`src/rtl/nes_receiver.sv`:
```
// NES/SNES controller receiver: latches the pad, clocks out NUM_BITS serial
// bits through a 2-flop synchronizer and publishes active-high button state.
module nes_receiver #(
  parameter int NUM_BITS     = 8,
  parameter int LATCH_CYCLES = 300,
  parameter int HALF_CYCLES  = 150
) (
  input  logic        clk,
  input  logic        rst_n,
  input  logic        start,
  input  logic        nes_data,
  output logic        nes_latch,
  output logic        nes_clk,
  output logic [15:0] buttons,
  output logic        valid,
  output logic        busy
);

  localparam int MAX_CYCLES = (LATCH_CYCLES > HALF_CYCLES) ? LATCH_CYCLES : HALF_CYCLES;
  localparam int CNT_W      = $clog2(MAX_CYCLES + 1);
  localparam int IDX_W      = $clog2(NUM_BITS);

  localparam logic [CNT_W-1:0] LATCH_LOAD = CNT_W'(LATCH_CYCLES - 1);
  localparam logic [CNT_W-1:0] HALF_LOAD  = CNT_W'(HALF_CYCLES - 1);
  localparam logic [IDX_W-1:0] LAST_IDX   = IDX_W'(NUM_BITS - 1);

  if (NUM_BITS != 8 && NUM_BITS != 16) begin : g_bad_num_bits
    $error("nes_receiver: NUM_BITS must be 8 or 16");
  end

  typedef enum logic [2:0] {
    IDLE,
    LATCH,
    CLK_LOW,
    CLK_HIGH,
    DONE
  } state_t;

  state_t               state;
  logic [1:0]           data_sync;
  logic [CNT_W-1:0]     cnt;
  logic [IDX_W-1:0]     idx;
  logic [NUM_BITS-1:0]  shift;
  logic [15:0]          shift_ext_n;

  always_comb begin
    shift_ext_n                 = '0;
    shift_ext_n[NUM_BITS-1:0]   = ~shift;
  end

  // Counter reloads on every state entry and counts down to zero, so each
  // phase length is independent of the previous one.
  always_ff @(posedge clk) begin
    if (!rst_n) begin
      state     <= IDLE;
      data_sync <= '1;
      cnt       <= '0;
      idx       <= '0;
      shift     <= '0;
      nes_latch <= 1'b0;
      nes_clk   <= 1'b0;
      buttons   <= '0;
      valid     <= 1'b0;
      busy      <= 1'b0;
    end else begin
      data_sync <= {data_sync[0], nes_data};
      valid     <= 1'b0;
      case (state)
        IDLE: begin
          if (start) begin
            state     <= LATCH;
            cnt       <= LATCH_LOAD;
            nes_latch <= 1'b1;
            busy      <= 1'b1;
          end
        end
        LATCH: begin
          if (cnt == '0) begin
            state     <= CLK_LOW;
            cnt       <= HALF_LOAD;
            idx       <= '0;
            nes_latch <= 1'b0;
          end else begin
            cnt <= cnt - CNT_W'(1);
          end
        end
        CLK_LOW: begin
          if (cnt == '0) begin
            shift[idx] <= data_sync[1];
            state      <= CLK_HIGH;
            cnt        <= HALF_LOAD;
            nes_clk    <= 1'b1;
          end else begin
            cnt <= cnt - CNT_W'(1);
          end
        end
        CLK_HIGH: begin
          if (cnt == '0) begin
            nes_clk <= 1'b0;
            if (idx == LAST_IDX) begin
              // buttons and valid are registered on DONE entry so both are
              // visible together during the DONE cycle.
              state   <= DONE;
              buttons <= shift_ext_n;
              valid   <= 1'b1;
            end else begin
              idx   <= idx + IDX_W'(1);
              state <= CLK_LOW;
              cnt   <= HALF_LOAD;
            end
          end else begin
            cnt <= cnt - CNT_W'(1);
          end
        end
        DONE: begin
          state <= IDLE;
          busy  <= 1'b0;
        end
        default: begin
          state     <= IDLE;
          nes_latch <= 1'b0;
          nes_clk   <= 1'b0;
          busy      <= 1'b0;
        end
      endcase
    end
  end

endmodule

```
`config.mk`:
```
export PLATFORM = sky130hd
export DESIGN_NAME = nes_receiver
export DESIGN_NICKNAME = d
export VERILOG_FILES = /design/src/rtl/nes_receiver.sv
export SDC_FILE = /design/constraint.sdc
export NUM_CORES = 1
export LEC_CHECK = 0
export CORE_MARGIN = 5
export CORE_UTILIZATION = 39
export DETAILED_ROUTE_END_ITERATION = 16
export PLACE_DENSITY_LB_ADDON = 0.12
export SLEW_MARGIN = 20
export SYNTH_ARGS = -nofsm -noshare
export SYNTH_HDL_FRONTEND = slang
export SYNTH_SLANG_ARGS = --single-unit
```
`constraint.sdc`:
```
create_clock -name clk -period 2.25 [get_ports clk]
set_input_delay 0.5625 -clock clk [delete_from_list [all_inputs] [get_ports clk]]
set_output_delay 0.5625 -clock clk [all_outputs]
set_load 0.01 [all_outputs]
```
==> impl_results.md <==
* Std cell rows at 25
* Initial DRC Count at 112
* Avg Cell Area, Syn at 8.75 um^2
* R2R cell count at 6
* Final count of pins violating max slew at 0
* Placement-stage worst setup slack at 241 ps
* Hold Crit Class: register to register
* Startpoint Class: register
* Crit path max fanout at 7
* Yosys reg bits at 37
* Pre-antenna DRT Iters at 4
* Nets at 232
* Post-route clock period utilization at 0.896
* Ys async rst share at 0
* Wirelength, routed at 3.93 mm
* Die Footprint at 6180 um^2
* CTS tree: built
* Lkg Pwr at 0.000782 uW
* Post-CTS setup buffers at 0
* Setup CP Type: register to register
* Fmax at 496 MHz
* Vias in the first global route at 1390
* Antenna-violating nets left at 0
* Height of the die at 78.6 um
* Crit end category: register
* Power Density at 762 nW/um^2
* Worst hold stages at 1
* Gr ovfl total at 0
* Largest net degree at the start of global routing at 22
* Core Region at 4660 um^2
* H-tree Lvls at 2
* Setup TNS at 0 ps
* Clock-pin slew of the registers on the worst-case setup and hold paths at 80 ps
* Worst slew pin tran at 601 ps
* GPL Wtd Cong at 0.834
* Avg WL per Cell at 14.0 um
* RR Startpoint: cnt[0]
* Via count at 1547
* Worst Path Required at 2420 ps
* Post-DP HPWL at 2.85 mm
* PostCTS Resize Cnt at 0
* CP Launch Point: cnt[0]
* Hold Slack at 411 ps
* Max Cap Viol at 0
* Ys flop type: dfxtp_1
* CTS Buf Count at 5
* Final setup viols at 0
* Final worst clock skew at 6.49 ps
* Top Ports at 24
* Syn Inst Count at 210
* Register area share after synthesis at 0.403
* GRT Util Overall at 0.130
* Worst VDD drop at 0.000418 V
* CTS root buf: clkbuf_8
* Relative slew slack at 0.599
* Layout Utilization at 0.456
* Final Hold Vio Count at 0
* Number of port buffers at 15
* Setup WS post-layout at 233 ps
* Initial antenna violation count at 0
* Ant diodes at 0
* CTS Sinks at 37
* DRC at 0
* Global-route wire length before repair at 6.47 mm
* Clock Latency Late Sink at 290 ps
* Chip Width at 78.6 um
* Initial Utilization at 0.394
* Fin crit period at 2020 ps
* CP arrival at 2180 ps
* Post-CTS Hold Fix Bufs at 0
* EDFF count, synth at 0
* Distinct cell type count after synthesis at 52
* Clock buffer depth at 2
* Mapped Area at 1840 um^2
* RSZ-0062 raised after global routing: no
* Post-DP Area at 2010 um^2
* Outcome: finished clean
* Warnings, synthesis at 0
* Layout cells sized above 1 at 0.115
* Vias per cell at 5.53
* Finished Cell Area at 2130 um^2
* Area growth from synthesis to layout at 15.7%
* Hold Startpoint: data_sync[0]
## layout by cell type, fill, tap and decap left out, drive strengths merged, types with 3 or more instances in the layout
cell type	n
a211oi	9
a21oi	13
a311oi	3
buf	7
clkbuf	6
clkdlybuf4s50	15
conb	8
dfxtp	37
ha	3
inv	7
mux2i	6
nand2	12
nand2b	3
nand3	7
nand4	9
nor2	26
nor3	4
nor4b	3
nor4bb	3
o21ai	8
or3	3
## per-stage QoR
step | power, uW | cells
4_1_cts | 1630 | 280
5_1_grt | 1710 | 280
2_1_floorplan | 962 | 217
6_report | 1620 | 280
3_5_place_dp | 1030 | 272
3_3_place_gp | 1030 | 272
## path summary, 6_finish.rpt
kind	slack, ps	to
max	230	cnt[6]
max reg2reg	230	cnt[6]
min	410	data_sync[1]
min reg2reg	410	data_sync[1]
## cell type report
class	count	area (um^2)
sequential	37	741
multi-input combinational	152	968
fill	461	2530
inverter	7	26.3
clock inverter	2	37.5
clock buffer	6	82.6
timing repair buffer	22	203
tap	54	67.6
## per-layer routing
layer | share of wire | track usage | vias to the layer above
met2 | 0.43 | 0.196 | 47
met4 | 0.0092 | 0.0350 | 0
met1 | 0.50 | 0.177 | 714
met5 | 0 | 0 | -
met3 | 0.062 | 0.0447 | 4
li1 | - | - | 782
## synthesized netlist by cell type (all sizes together) (4+ instances only)
cell type	count	area [um^2]
dfxtp	37	741
nor2	26	97.6
a21oi	13	65.1
buf	12	91.3
nand2	12	45.0
a211oi	9	77.6
clkbuf	9	36.3
nand4	9	62.6
o21ai	8	40.0
inv	7	26.3
nand3	7	40.0
mux2i	6	60.1
nor3	4	20.0
## worst max-delay path: stages, from the launching register on
cell and delay (ps):
dfxtp_1 370, inv_1 80, ha_1 240, or4b_2 620, or3_1 340, a21oi_1 150, o32ai_1 100
## registers in the layout, indices dropped and copies added, names as in the netlist
register,cells
shift,8
busy,1
idx,3
nes_clk,1
state,3
cnt,9
valid,1
data_sync,2
nes_latch,1
buttons,8
## report_power, final
part           internal, uW  switching (uW)  leakage, uW  total [uW]
logic                   121             160     0.000423         281
clock network           360             235    0.0000574         596
registers               687            56.9     0.000301         744
## logic make-up after synthesis
kind of cell / after synthesis / share of synthesized area
mux: 6 / 0.0327
simple gates: 87 / 0.277
compound gates: 48 / 0.181
other cells: 1 / 0.00204
buf+inv: 28 / 0.0838
flops: 37 / 0.403
fa+ha+maj: 3 / 0.0204
No activity file was read; power rests on OpenSTA's default activity.
==> variant: new RTL, same settings <==
`HALF_CYCLES`: 150 -> 300.
--- a/src/rtl/nes_receiver.sv
+++ b/src/rtl/nes_receiver.sv
@@ -5,3 +5,3 @@
   parameter int LATCH_CYCLES = 300,
-  parameter int HALF_CYCLES  = 150
+  parameter int HALF_CYCLES  = 300
 ) (
Function: no difference found for any inputs over 10 cycles, from zero or initial values and one cycle with rst_n low; that may be too few to reach the edited logic, so the function may still have changed.
==> variant against the original RTL <==
- wire length shrank 1.5%
- power rose by 5.0%
- sequential cell count unchanged
- cell area up 0.65%
- fmax fell by 3.5%
- setup slack worse by 0.073 ns
- count of clock-buffer cells in the layout unchanged
- area after synthesis shrank 3.2%
- critical path type unchanged
- largest cell class unchanged
==> variant: results (changes against the original RTL) <==
run_status:
  status: "finished, final reports clean"
detailed_routing:
  dr.pass1.iters: 4  # unchanged
  dr.max_layer_used: "met4"
  met2_length_mm: 1.79  # +5.3%
  drt_iter0_drc: 108  # -3.6%
  via_per_inst: 5.46  # -1.2%
  routedWlPerCell_um: 13.7  # -2.1%
  met1_length_mm: 1.85  # -5.1%
  wl_met3_um: 198  # -19%
layout:
  drive_above_1_share_pct: 13.0  # +1.5 points
  reg_top3: "cnt x9, buttons x8, shift x8"
  fillCellCount: 432  # -6.3%
  nets: 236  # +1.7%
clocking:
  cts_setup_buffers: 0  # unchanged
  cts-htree-levels: 2  # unchanged
  cts_buffers: 5  # unchanged
  insertion_delay_ns: 0.29  # about the same
synth:
  synth_cell_types: 43  # -17%
  yosysSeqAreaShare_pct: 41.7  # +1.3 points
  synthTopCellsByCount: "dfxtp_1 (37), nor2_1 (23), nand2_1 (20), a21oi_1 (12), clkbuf_1 (10)"
  yosysWarnings: 0  # unchanged
  netlist_top_cells_area: "dfxtp_1 (42%), nor2_1 (4.9%), mux2i_1 (4.5%)"
power:
  swShare_pct: 28.8  # +0.91 points
  vdd_ir_drop_max_mv: 0.331  # -21%
  p_leak_nw: 0.811  # +3.7%
place:
  io_buffers: 15  # unchanged
  place_ws_ns: 0.0980  # -0.143 ns
  dpl_cell_area_um2: 2010  # +0.25%
  gp_congestion: 0.813  # -2.4%
  dpl.hpwl_mm: 2.82  # -0.94%
grt:
  grt_max_degree: 18  # -18%
  grt_usage_pct: 13.3  # +0.22 points
  grt-ovfl-total: 0  # unchanged
  grt_pass1_wl_mm: 6.64  # +2.7%
  grt_pass1_vias: 1400  # +0.72%
timing:
  finalClockSkew_ns: 0.00401  # -0.00248 ns
  slew_viol_final: 0  # unchanged
  max_slew_margin_pct: 64.0  # +4.1 points
setup_path:
  worstPathMaxFanout: 6  # -1
variant: logic make-up (layout without fill, tap and decap cells):
kind of cell | Yosys count | after routing | share of synthesized area, %
simple gates | 87 | 87 | 25.8
compound gates | 43 | 43 | 17.1
flops | 37 | 37 | 41.7
buf+inv | 28 | 43 | 8.16
mux | 8 | 8 | 4.50
fa+ha+maj | 3 | 3 | 2.11
other cells | 1 | 8 | 0.211
xor+xnor | 1 | 1 | 0.493
variant: area by class of cell:
cell class	instances	area, µm²	share of cell area (%)
multi-input combinational	150	927	43.3
sequential	37	741	34.6
timing repair buffer	28	260	12.2
inverter	7	26.3	1.23
clock inverter	2	37.5	1.75
tap	52	65.1	3.04
clock buffer	6	82.6	3.86
variant: through the flow:
stage,std cells,hold WS [ns]
after CTS,282,0.429
after global placement,274,0.392
after detailed placement,274,0.406
after global routing,282,0.448
after floorplan,215,0.386
final,282,0.420
variant: worst paths after layout:
kind           startpoint           end  slack, ns  depth (start not counted)
max                cnt[0]        cnt[8]       0.16                          6
min          data_sync[0]  data_sync[1]       0.42                          1
max reg2reg        cnt[0]        cnt[8]       0.16                          6
min reg2reg  data_sync[0]  data_sync[1]       0.42                          1
variant: metal layers:
metal / GRT usage (%) / vias up
li1: - / 778
met1: 17.9 / 720
met2: 20.8 / 38
met3: 3.47 / 4
met4: 4.12 / 0
met5: 0 / -
variant: worst max-delay path, cell delays in order, from the launching register on:
cell and delay, ns:
dfxtp_1 0.34, inv_1 0.08, ha_1 0.22, or3b_2 0.51
or4_4 0.55, a31oi_1 0.19, a311oi_1 0.07
variant: power by group through the flow:
stage,clock (W),sequential [W],combinational (W)
global placement,0,0.000758,0.000351
CTS,0.000618,0.000744,0.000355
detailed placement,0,0.000759,0.000352
global route,0.000648,0.000752,0.000396
floorplan,0,0.000738,0.000253
finish,0.000598,0.000744,0.000358
